===== src/rtl/multi_tick_gen.sv =====
// multi_tick_gen: NUM_CH independent period timers, each TOGGLE, PULSE or retriggerable ONESHOT.
// Optional shared clock-enable prescaler when MTG_PRESCALE_EN is defined.
module multi_tick_gen #(
  parameter int NUM_CH         = 4,
  parameter int CNT_W          = 24,
  parameter int DEFAULT_PERIOD = 10,
  parameter int PRESCALE       = 25,
  localparam int CH_W          = (NUM_CH > 1) ? $clog2(NUM_CH) : 1
) (
  input  logic              i_Clk,
  input  logic              i_Rst_L,
  input  logic [NUM_CH-1:0] i_Enable,
  input  logic [NUM_CH-1:0] i_Start,
  input  logic              i_Load,
  input  logic [CH_W-1:0]   i_Load_Ch,
  input  logic [CNT_W-1:0]  i_Load_Period,
  input  logic [1:0]        i_Load_Mode,
  output logic [NUM_CH-1:0] o_Toggle,
  output logic [NUM_CH-1:0] o_Pulse,
  output logic [NUM_CH-1:0] o_Busy,
  output logic [NUM_CH-1:0] o_Done
);

  typedef enum logic [1:0] {MODE_TOGGLE = 2'd0, MODE_PULSE = 2'd1, MODE_ONESHOT = 2'd2} mode_e;
  typedef enum logic [1:0] {ST_IDLE = 2'd0, ST_RUN = 2'd1, ST_DONE = 2'd2} state_e;

  logic [CNT_W-1:0] period_q [NUM_CH];
  logic [CNT_W-1:0] period_d [NUM_CH];
  logic [CNT_W-1:0] cnt_q    [NUM_CH];
  logic [CNT_W-1:0] cnt_d    [NUM_CH];
  mode_e            mode_q   [NUM_CH];
  mode_e            mode_d   [NUM_CH];
  state_e           state_q  [NUM_CH];
  state_e           state_d  [NUM_CH];
  logic [NUM_CH-1:0] load_sel, step_ok, term_ev;
  logic [NUM_CH-1:0] tog_d, pulse_d, busy_d, done_d;
  logic              adv_tick;

`ifdef MTG_PRESCALE_EN
  localparam int PRE_W = (PRESCALE > 1) ? $clog2(PRESCALE) : 1;
  logic [PRE_W-1:0] pre_q;

  assign adv_tick = (pre_q == PRE_W'(PRESCALE - 1));

  always_ff @(posedge i_Clk) begin
    if (!i_Rst_L || adv_tick) pre_q <= '0;
    else                      pre_q <= pre_q + 1'b1;
  end
`else
  assign adv_tick = 1'b1;
`endif

  // A zero period never advances, so the counter sits at 0 and no terminal count occurs.
  always_comb begin
    for (int c = 0; c < NUM_CH; c++) begin
      load_sel[c] = i_Load && (int'(i_Load_Ch) == c);
      step_ok[c]  = adv_tick && (period_q[c] != '0);
      term_ev[c]  = step_ok[c] && (cnt_q[c] == period_q[c] - 1'b1);
    end
  end

  // Next state: load > disable > start > count.
  always_comb begin
    for (int c = 0; c < NUM_CH; c++) begin
      period_d[c] = period_q[c];
      mode_d[c]   = mode_q[c];
      cnt_d[c]    = cnt_q[c];
      state_d[c]  = state_q[c];
      if (load_sel[c]) begin
        period_d[c] = i_Load_Period;
        mode_d[c]   = (i_Load_Mode == 2'd3) ? MODE_TOGGLE : mode_e'(i_Load_Mode);
        cnt_d[c]    = '0;
        state_d[c]  = ST_IDLE;
      end else if (!i_Enable[c]) begin
        cnt_d[c]   = '0;
        state_d[c] = ST_IDLE;
      end else if (mode_q[c] == MODE_ONESHOT) begin
        if (i_Start[c]) begin
          cnt_d[c]   = '0;
          state_d[c] = ST_RUN;
        end else if (state_q[c] == ST_RUN && step_ok[c]) begin
          if (term_ev[c]) begin
            cnt_d[c]   = '0;
            state_d[c] = ST_DONE;
          end else begin
            cnt_d[c] = cnt_q[c] + 1'b1;
          end
        end
      end else if (step_ok[c]) begin
        cnt_d[c] = term_ev[c] ? '0 : cnt_q[c] + 1'b1;
      end
    end
  end

  // Outputs: next values of the registered output flops.
  always_comb begin
    for (int c = 0; c < NUM_CH; c++) begin
      tog_d[c]   = o_Toggle[c];
      pulse_d[c] = 1'b0;
      busy_d[c]  = (state_d[c] == ST_RUN);
      done_d[c]  = (state_d[c] == ST_DONE);
      if (load_sel[c] || !i_Enable[c]) begin
        tog_d[c] = 1'b0;
      end else begin
        case (mode_q[c])
          MODE_TOGGLE:  if (term_ev[c]) tog_d[c] = ~o_Toggle[c];
          MODE_PULSE:   pulse_d[c] = term_ev[c];
          MODE_ONESHOT: pulse_d[c] = term_ev[c] && !i_Start[c] && (state_q[c] == ST_RUN);
          default:      pulse_d[c] = 1'b0;
        endcase
      end
    end
  end

  always_ff @(posedge i_Clk) begin
    if (!i_Rst_L) begin
      for (int c = 0; c < NUM_CH; c++) begin
        period_q[c] <= CNT_W'(DEFAULT_PERIOD);
        mode_q[c]   <= MODE_TOGGLE;
        cnt_q[c]    <= '0;
        state_q[c]  <= ST_IDLE;
      end
      o_Toggle <= '0;
      o_Pulse  <= '0;
      o_Busy   <= '0;
      o_Done   <= '0;
    end else begin
      for (int c = 0; c < NUM_CH; c++) begin
        period_q[c] <= period_d[c];
        mode_q[c]   <= mode_d[c];
        cnt_q[c]    <= cnt_d[c];
        state_q[c]  <= state_d[c];
      end
      o_Toggle <= tog_d;
      o_Pulse  <= pulse_d;
      o_Busy   <= busy_d;
      o_Done   <= done_d;
    end
  end

endmodule


===== config.mk =====
export PLATFORM = sky130hd
export DESIGN_NAME = multi_tick_gen
export DESIGN_NICKNAME = d
export VERILOG_FILES = /design/src/rtl/multi_tick_gen.sv
export SDC_FILE = /design/constraint.sdc
export NUM_CORES = 1
export LEC_CHECK = 0
export CAP_MARGIN = 10
export CORE_MARGIN = 2
export CORE_UTILIZATION = 55
export CTS_CLUSTER_DIAMETER = 40
export CTS_CLUSTER_SIZE = 20
export DETAILED_ROUTE_END_ITERATION = 10
export PLACE_DENSITY = 0.76
export SLEW_MARGIN = 20
export SYNTH_ARGS = -nofsm -noshare
export SYNTH_HDL_FRONTEND = slang
export SYNTH_SLANG_ARGS = --single-unit

===== constraint.sdc =====
create_clock -name i_Clk -period 3.7 [get_ports i_Clk]
set_input_delay 0.925 -clock i_Clk [delete_from_list [all_inputs] [get_ports i_Clk]]
set_output_delay 0.925 -clock i_Clk [all_outputs]
set_load 0.005 [all_outputs]

==> flow_summary.json, run 1 <==
{
  "status": "finished clean",
  "yosysTopAreaCell": "dfxtp_1",
  "start_util_pct": 56.2,
  "core_area_um2": 25300,
  "post_cts_buffers": 0,
  "clock_latency_ns": 0.51,
  "min_period_ns": 3.44,
  "place_inst": 2139,
  "synthTopCellsByArea": "dfxtp_1 32%, nand2_1 8.3%, a21boi_0 5.1%",
  "grt_pass1_vias": 12159,
  "initialDrtViolationCount": 1288,
  "finalClockSkew_ns": 0.0206,
  "synth_top_area_share_pct": 31.6,
  "grt_use_total_pct": 28.4,
  "insertedDiodeCount": 0,
  "synth_seq_cells": 224,
  "cp.arrival_ns": 3.80,
  "leakage_nw": 5.77,
  "netlist_top_cells_count": "315 x nand2_1, 224 x dfxtp_1, 131 x nor2_1",
  "max_freq_ghz": 0.290,
  "synth_cells": 1833,
  "hp-class": "flip-flop to flip-flop",
  "vias_per_cell": 6.10,
  "htreeDepth": 2,
  "rsz0062_at_grt": "no",
  "cts_inserted_buffers": 36,
  "final_nets": 1910,
  "slew_headroom_pct": 41.3,
  "dp_hpwl_mm": 27.9,
  "drc": 0,
  "cts_root_buf": "clkbuf_16",
  "yosysMostFrequentCell": "nand2_1",
  "clockBufferDepth": 3,
  "setup-tns-final_ns": 0,
  "cts.sinks": 224,
  "vias": 13423,
  "overflow": 0,
  "synth_edf_count": 0,
  "die_area_um2": 27100,
  "crit_type": "flip-flop to flip-flop",
  "yosys_warnings": 0,
  "endpoint_kind": "flip-flop",
  "gp_congestion": 0.970,
  "yosysSeqAreaShare_pct": 31.6,
  "dieWidth_um": 165,
  "hold_slack_ns": 0.484,
  "crit_fanout": 29,
  "io_pins": 55,
  "totalWireLength_mm": 38.7,
  "final_cells": 2202,
  "drv_slew": 0,
  "crit_required_ns": 4.05,
  "avgSynthCellArea_um2": 7.74,
  "drive_gt1_share_pct": 9.29,
  "cts_tree": "yes",
  "placed_cell_area_um2": 15000,
  "clkTransAtPathRegs_ns": 0.05,
  "synthDistinctLibCells": 85,
  "grt_max_degree": 63,
  "cts-resized-gates": 0,
  "maxCapViolCount": 0,
  "drt_first_pass_iters": 5,
  "report.final.hold_viol_count": 0,
  "start_kind": "flip-flop",
  "final.period_utilization_pct": 93.1,
  "postCtsHoldBufs": 0,
  "detail_route.wl_per_cell_um": 17.6,
  "antenna_found_initial": 0,
  "setup_violations": 0,
  "io_buffers": 54,
  "power_density_nw_per_um2": 410,
  "die_y_um": 165,
  "row_count": 58,
  "synthFlopType": "dfxtp_1",
  "worstMarginPinSlew_ns": 0.881,
  "area_growth_pct": 14.5,
  "grt_pass1_wl_mm": 62.3,
  "ant_nets": 0,
  "synth_area_um2": 14200,
  "syn_nets": 1896,
  "vdd_drop_max_uv": 435,
  "stdcell_area_um2": 16200,
  "synth-async-reset-ratio_pct": 0
}
-- layout make-up --
class,count,area (µm²)
clock buffer,39,943
clock inverter,24,322
fill,2175,9000
inverter,41,154
multi-input combinational,1452,9090
sequential,224,4480
tap,330,413
timing repair buffer,92,846
-- layer usage --
layer	up-vias	global-route usage (%)	wire, µm
met2	474	46.1	17600
met5	-	0	0
li1	6605	-	-
met4	0	11.9	1510
met1	6244	37.2	17100
met3	100	5.12	2540
-- stage by stage --
step | total power [W] | setup slack (ns) | util (%)
after floorplan | 0.00297 | 0.648 | -
after global placement | 0.00317 | 0.395 | 59.3
after detailed placement | 0.00318 | 0.326 | 59.3
after CTS | 0.00671 | 0.304 | 64.3
after global routing | 0.00689 | 0.0646 | 64.3
final | 0.00666 | 0.257 | 64.3
-- state kept, by name (all words and copies together) (netlist names) --
signal and flops:
o_Busy 4, mode_q 8, cnt_q 96, o_Pulse 4, o_Toggle 4, o_Done 4, period_q 96, state_q 8
-- cells in the final DEF (no fill, tap or decap), drive strengths merged, types with 47 or more instances in the layout --
master and n:
a21boi 97, nor3 58, nand4 50, nor4 47, nor2 131, clkdlybuf4s50 53, a21oi 61, inv 47
dfxtp 224, xnor2 80, nand2 315, o21ai 47, xor2 74, nand3 98
-- cell families (layout without fill, tap and decap cells) --
group	after synthesis	count (layout)	synth area share (%)
buffers and inverters	157	196	4.52
xor gates and xnor gates	154	154	9.51
adders and majority gates	24	24	2.12
AOI/OAI and AO/OA	363	363	18.1
muxes	12	12	1.01
and+or+nand+nor	899	899	33.1
DFF	224	224	31.6
-- critical path, cell delays in order (launching register included) --
cell      delay, ns
dfxtp_1        0.35
nor4_1         0.72
nand4_1        0.30
o41ai_1        0.54
o211ai_1       0.20
nor4_2         0.40
buf_12         0.23
nor4b_1        0.44
nor3_1         0.13
-- worst paths after layout --
| check | from | end | slack, ns | cells past startpoint |
|---|---|---|---|---|
| max | period_q[1][12] | state_q[1][0] | 0.26 | 8 |
| min | mode_q[0][1] | mode_q[0][1] | 0.48 | 2 |
| max reg2reg | period_q[1][12] | state_q[1][0] | 0.26 | 8 |
| min reg2reg | mode_q[0][1] | mode_q[0][1] | 0.48 | 2 |
-- where the power goes --
group | internal [W] | switching [W] | leakage, nW
logic | 0.000245 | 0.000369 | 3.34
clock network | 0.00223 | 0.00127 | 0.612
registers | 0.00246 | 0.0000770 | 1.81
(Power assumes the default switching activity.)
==> run 2, diff against run 1 <==
--- a/config.mk
+++ b/config.mk
@@ -11,3 +11,3 @@
 export CTS_CLUSTER_DIAMETER = 40
-export CTS_CLUSTER_SIZE = 20
+export CTS_CLUSTER_SIZE = 8
 export DETAILED_ROUTE_END_ITERATION = 10
@@ -18 +18,2 @@
 export SYNTH_SLANG_ARGS = --single-unit
+export TNS_END_PERCENT = 20
==> constraint.sdc (replaced) <==
create_clock -name i_Clk -period 3.7 [get_ports i_Clk]
set_input_delay 0.37 -clock i_Clk [delete_from_list [all_inputs] [get_ports i_Clk]]
set_output_delay 0.37 -clock i_Clk [all_outputs]
set_load 0.005 [all_outputs]
==> run 2 against run 1 <==
Die area stayed put. Largest power group unchanged. Clock skew fell by 0.0033 ns. Via count increased by 0.85%. Critical endpoint is now state_q[2][0]. Clock power decreased by 2%. Sequential share of layout area rose by 0.096 points.
==> flow_summary.json, run 2 (synthesis results as in run 1) <==
{
  "status": "finished clean",
  "rsz0062_at_grt": "no",
  "mostFrequentLayoutCell": "nand2_1",
  "finalCoreUtilization_pct": 64.1,
  "die_y_um": 165,
  "die_area_um2": 27100,
  "drt_first_pass_iters": 6,
  "insertedDiodeCount": 0,
  "layout_common_cells": "315 x nand2_1, 224 x dfxtp_1, 131 x nor2_1",
  "crit_fanout": 29,
  "slew_headroom_pct": 32.8,
  "report.final.hold_viol_count": 0,
  "worstMarginPinSlew_ns": 1.01,
  "io_buffers": 54,
  "vdd_drop_max_uv": 378,
  "power_density_nw_per_um2": 407,
  "ant_nets": 0,
  "grt_use_total_pct": 28.5,
  "core_area_um2": 25300,
  "antenna_found_initial": 0,
  "setup_violations": 0,
  "max_freq_ghz": 0.297,
  "dp_hpwl_mm": 28.0,
  "cts.sinks": 224,
  "clkTransAtPathRegs_ns": 0.05,
  "area_growth_pct": 14.1,
  "dieWidth_um": 165,
  "clock_latency_ns": 0.53,
  "postCtsHoldBufs": 0,
  "nFillCells": 2174,
  "drv_slew": 0,
  "detail_route.wl_per_cell_um": 17.6,
  "min_period_ns": 3.37,
  "stdcell_area_um2": 16200,
  "cts_inserted_buffers": 40,
  "row_count": 58,
  "placed_cell_area_um2": 14900,
  "seq_area_um2": 4480,
  "multi_input_area_um2": 9090,
  "grt_pass1_vias": 12432,
  "start_kind": "flip-flop",
  "cts-resized-gates": 0,
  "htreeDepth": 2,
  "post_cts_buffers": 0,
  "cp.arrival_ns": 3.77,
  "finalClockSkew_ns": 0.0173,
  "setup-tns-final_ns": 0,
  "drc": 0,
  "leakage_nw": 5.75,
  "hold_slack_ns": 0.260,
  "cts_tree": "yes",
  "clockBufferDepth": 3,
  "initialDrtViolationCount": 1258,
  "top_regs": "cnt_q: 96 flops, period_q: 96 flops",
  "endpoint_kind": "flip-flop",
  "overflow": 0,
  "totalWireLength_mm": 38.8,
  "crit_type": "flip-flop to flip-flop",
  "vias_per_cell": 6.15,
  "gp_congestion": 0.948,
  "final_nets": 1910,
  "grt_pass1_wl_mm": 62.8,
  "vias": 13537,
  "maxCapViolCount": 0,
  "drive_gt1_share_pct": 8.98,
  "start_util_pct": 56.2,
  "cts_root_buf": "clkbuf_16",
  "crit_required_ns": 4.10,
  "hp-class": "input pin to flip-flop",
  "grt_max_degree": 70,
  "final.period_utilization_pct": 91.1,
  "io_pins": 55
}
run 2: cell types whose count changed in the layout (fill, tap and decap cells not counted), sizes merged:
cell      change
clkinvlp      -1
buf           -4
inv           -4
clkinv        -4
bufinv        -4
clkbuf       +15
run 2: final timing paths:
path / startpoint / endpoint / slack, ns / cells after the start
max reg2reg: period_q[2][10] / state_q[2][0] / 0.33 / 9
min: i_Rst_L / mode_q[1][1] / 0.26 / 2
max: period_q[2][10] / state_q[2][0] / 0.33 / 9
min reg2reg: period_q[2][22] / period_q[2][22] / 0.49 / 2
run 2: report_power, final:
part	internal [W]	switching [W]	total [W]
clock	0.00223	0.00121	0.00344
combinational	0.000241	0.000367	0.000608
sequential	0.00246	0.0000758	0.00254
total	0.00493	0.00165	0.00658
run 2: area by class of cell:
cell class,count,area share (%)
clock buffers,54,7.13
clock inverters,11,0.595
inverters,41,0.950
multi-input cells,1452,56.1
flip-flops and latches,224,27.7
well taps,330,2.55
repair buffers,88,4.96
run 2: stage by stage:
step           instances  worst slack [ns]  total power (W)
5_1_grt             2200            0.0324          0.00680
6_report            2200             0.331          0.00658
3_3_place_gp        2135             0.413          0.00317
2_1_floorplan       1833             0.648          0.00297
3_5_place_dp        2135             0.372          0.00318
4_1_cts             2200             0.362          0.00662
run 2: critical path, stage by stage (launching register included):
cell and delay [ns]:
dfxtp_1 0.40, nor4_4 0.41, nand4b_1 0.18, or4_1 0.49, o2bb2ai_1 0.13, a2111oi_0 0.51, nor4b_4 0.30, buf_4 0.34
nand2_1 0.17, o311a_1 0.31
run 2: layer usage:
metal	up-vias	share of wire [%]	wire length, µm	global-route usage (%)
li1	6597	-	-	-
met1	6443	45	17500	38.1
met2	402	46	17800	46.5
met3	95	5.5	2140	4.14
met4	0	3.5	1370	11.3
met5	-	0	0	0
==> run 3, diff against run 2 <==
Settings changed: HOLD_SLACK_MARGIN from default to 0.06.
Clock period 3.7 ns to 4 ns, I/O delays scaled along.
==> run 3 against run 2 <==
Fmax down 6.3%. Core utilization down 0.52 points. Via count down 0.64%. Power down 11%. Sequential power down 7%. Cell count down 0.41%. Critical path type unchanged. Clock skew up 0.0096 ns. Cell area down 0.81%. Register-to-register slack better by 0.08 ns. Die area unchanged. Clock-buffer cell count down 8.
==> flow_summary.json, run 3 (synthesis results as in run 1) <==
{
  "grt_pass1_vias": 12200,
  "report.final.hold_viol_count": 0,
  "drv_slew": 0,
  "clock_latency_ns": 0.52,
  "stdcell_area_um2": 16100,
  "totalWireLength_mm": 38.2,
  "power_density_nw_per_um2": 365,
  "start_kind": "flip-flop",
  "dieWidth_um": 165,
  "endpoint_kind": "flip-flop",
  "holdPathStages": 2,
  "finalClockSkew_ns": 0.0269,
  "mostFrequentLayoutCell": "nand2_1",
  "hp-start": "i_Rst_L",
  "post_cts_buffers": 0,
  "top_regs": "cnt_q: 96 flops, period_q: 96 flops",
  "finalCoreUtilization_pct": 63.6,
  "final_nets": 1909,
  "row_count": 58,
  "start_util_pct": 56.2,
  "clockBufferDepth": 3,
  "ant_nets": 0,
  "cts_inserted_buffers": 39,
  "postCtsHoldBufs": 0,
  "drt_first_pass_iters": 5,
  "die_y_um": 165,
  "hp-class": "input pin to flip-flop",
  "grt_util_met1_pct": 37.0,
  "cts.sinks": 224,
  "crit_required_ns": 4.42,
  "drive_gt1_share_pct": 8.65,
  "htreeDepth": 2,
  "cp.arrival_ns": 4.02,
  "worstMarginPinSlew_ns": 0.954,
  "placed_cell_area_um2": 14900,
  "setup-tns-final_ns": 0,
  "ff2ff_path_depth": 10,
  "min_to": "period_q[2][22]",
  "maxCapViolCount": 0,
  "use_met2_pct": 45.5,
  "drc": 0,
  "place_inst": 2135,
  "cts-resized-gates": 0,
  "rsz0062_at_grt": "no",
  "min_period_ns": 3.59,
  "die_area_um2": 27100,
  "core_area_um2": 25300,
  "final.period_utilization_pct": 89.8,
  "crit_fanout": 7,
  "detail_route.wl_per_cell_um": 17.4,
  "setup_violations": 0,
  "grt_use_total_pct": 28.0,
  "gp_congestion": 0.929,
  "insertedDiodeCount": 0,
  "area_growth_pct": 13.2,
  "grtUsageMet3_pct": 4.34,
  "grt_max_degree": 70,
  "overflow": 0,
  "initialDrtViolationCount": 1220,
  "vias": 13450,
  "rrSetupSlack_ns": 0.41,
  "crit_type": "flip-flop to flip-flop",
  "max_freq_ghz": 0.278,
  "antenna_found_initial": 0,
  "vias_per_cell": 6.14,
  "cts_root_buf": "clkbuf_16",
  "rr_startpoint": "period_q[1][0]",
  "clkTransAtPathRegs_ns": 0.05,
  "vdd_drop_max_uv": 337,
  "leakage_nw": 5.69,
  "dp_hpwl_mm": 27.3,
  "cts_tree": "yes",
  "final_cells": 2191,
  "status": "finished clean",
  "io_pins": 55,
  "slew_headroom_pct": 36.2,
  "reg2reg_to": "o_Pulse[1]",
  "grt_pass1_wl_mm": 61.7,
  "layout_common_cells": "315 x nand2_1, 224 x dfxtp_1, 131 x nor2_1",
  "busiest_layer": "met2",
  "io_buffers": 54
}
[run 3: cell type report]
type                    count  area [µm²]
fillers                  2186        9190
clock inverters            10        90.1
flip-flops and latches    224        4480
inverters                  41         154
well taps                 330         413
repair buffers             88         791
clock buffers              46        1040
multi-input cells        1452        9090
[run 3: critical path, cell delays in order (launching register included)]
cell	delay [ns]
dfxtp_1	0.36
inv_1	0.10
ha_1	0.20
nor3b_1	0.76
nand4_1	0.27
o21ai_0	0.39
nand2_1	0.08
or4b_1	0.52
nand4b_1	0.18
or4_1	0.47
nor3_1	0.18
[run 3: metrics by stage]
step / total power, W / worst slack, ns / hold slack, ns
final: 0.00587 / 0.406 / 0.326
after global routing: 0.00606 / 0.119 / 0.321
after CTS: 0.00589 / 0.510 / 0.311
after detailed placement: 0.00294 / 0.555 / 0.481
after global placement: 0.00292 / 0.624 / 0.472
after floorplan: 0.00275 / 0.948 / 0.460
[run 3: worst max path at each step]
stage | start | end | slack [ns] | depth (start not counted)
after CTS | period_q[1][0] | o_Pulse[1] | 0.51 | 10
after global routing | period_q[1][0] | o_Busy[1] | 0.12 | 10
after global placement | period_q[2][10] | state_q[2][0] | 0.62 | 10
final | period_q[1][0] | o_Pulse[1] | 0.41 | 10
after detailed placement | period_q[3][0] | cnt_q[3][8] | 0.55 | 9
after floorplan | period_q[0][0] | o_Toggle[0] | 0.95 | 10
[run 3: power breakdown]
group          switching, W  internal [W]  leakage, nW  total [W]
sequential        0.0000707       0.00228         1.81    0.00235
combinational      0.000338      0.000223         3.32   0.000561
clock               0.00107       0.00188        0.552    0.00296
total               0.00148       0.00438         5.69    0.00587
[run 3: routing by layer]
metal  wire [µm]  share of wire, %  up-vias
met2       17500                46      411
met3        2380               6.2      109
met1       16700                44     6334
met5           0                 0        -
li1            -                 -     6596
met4        1610               4.2        0
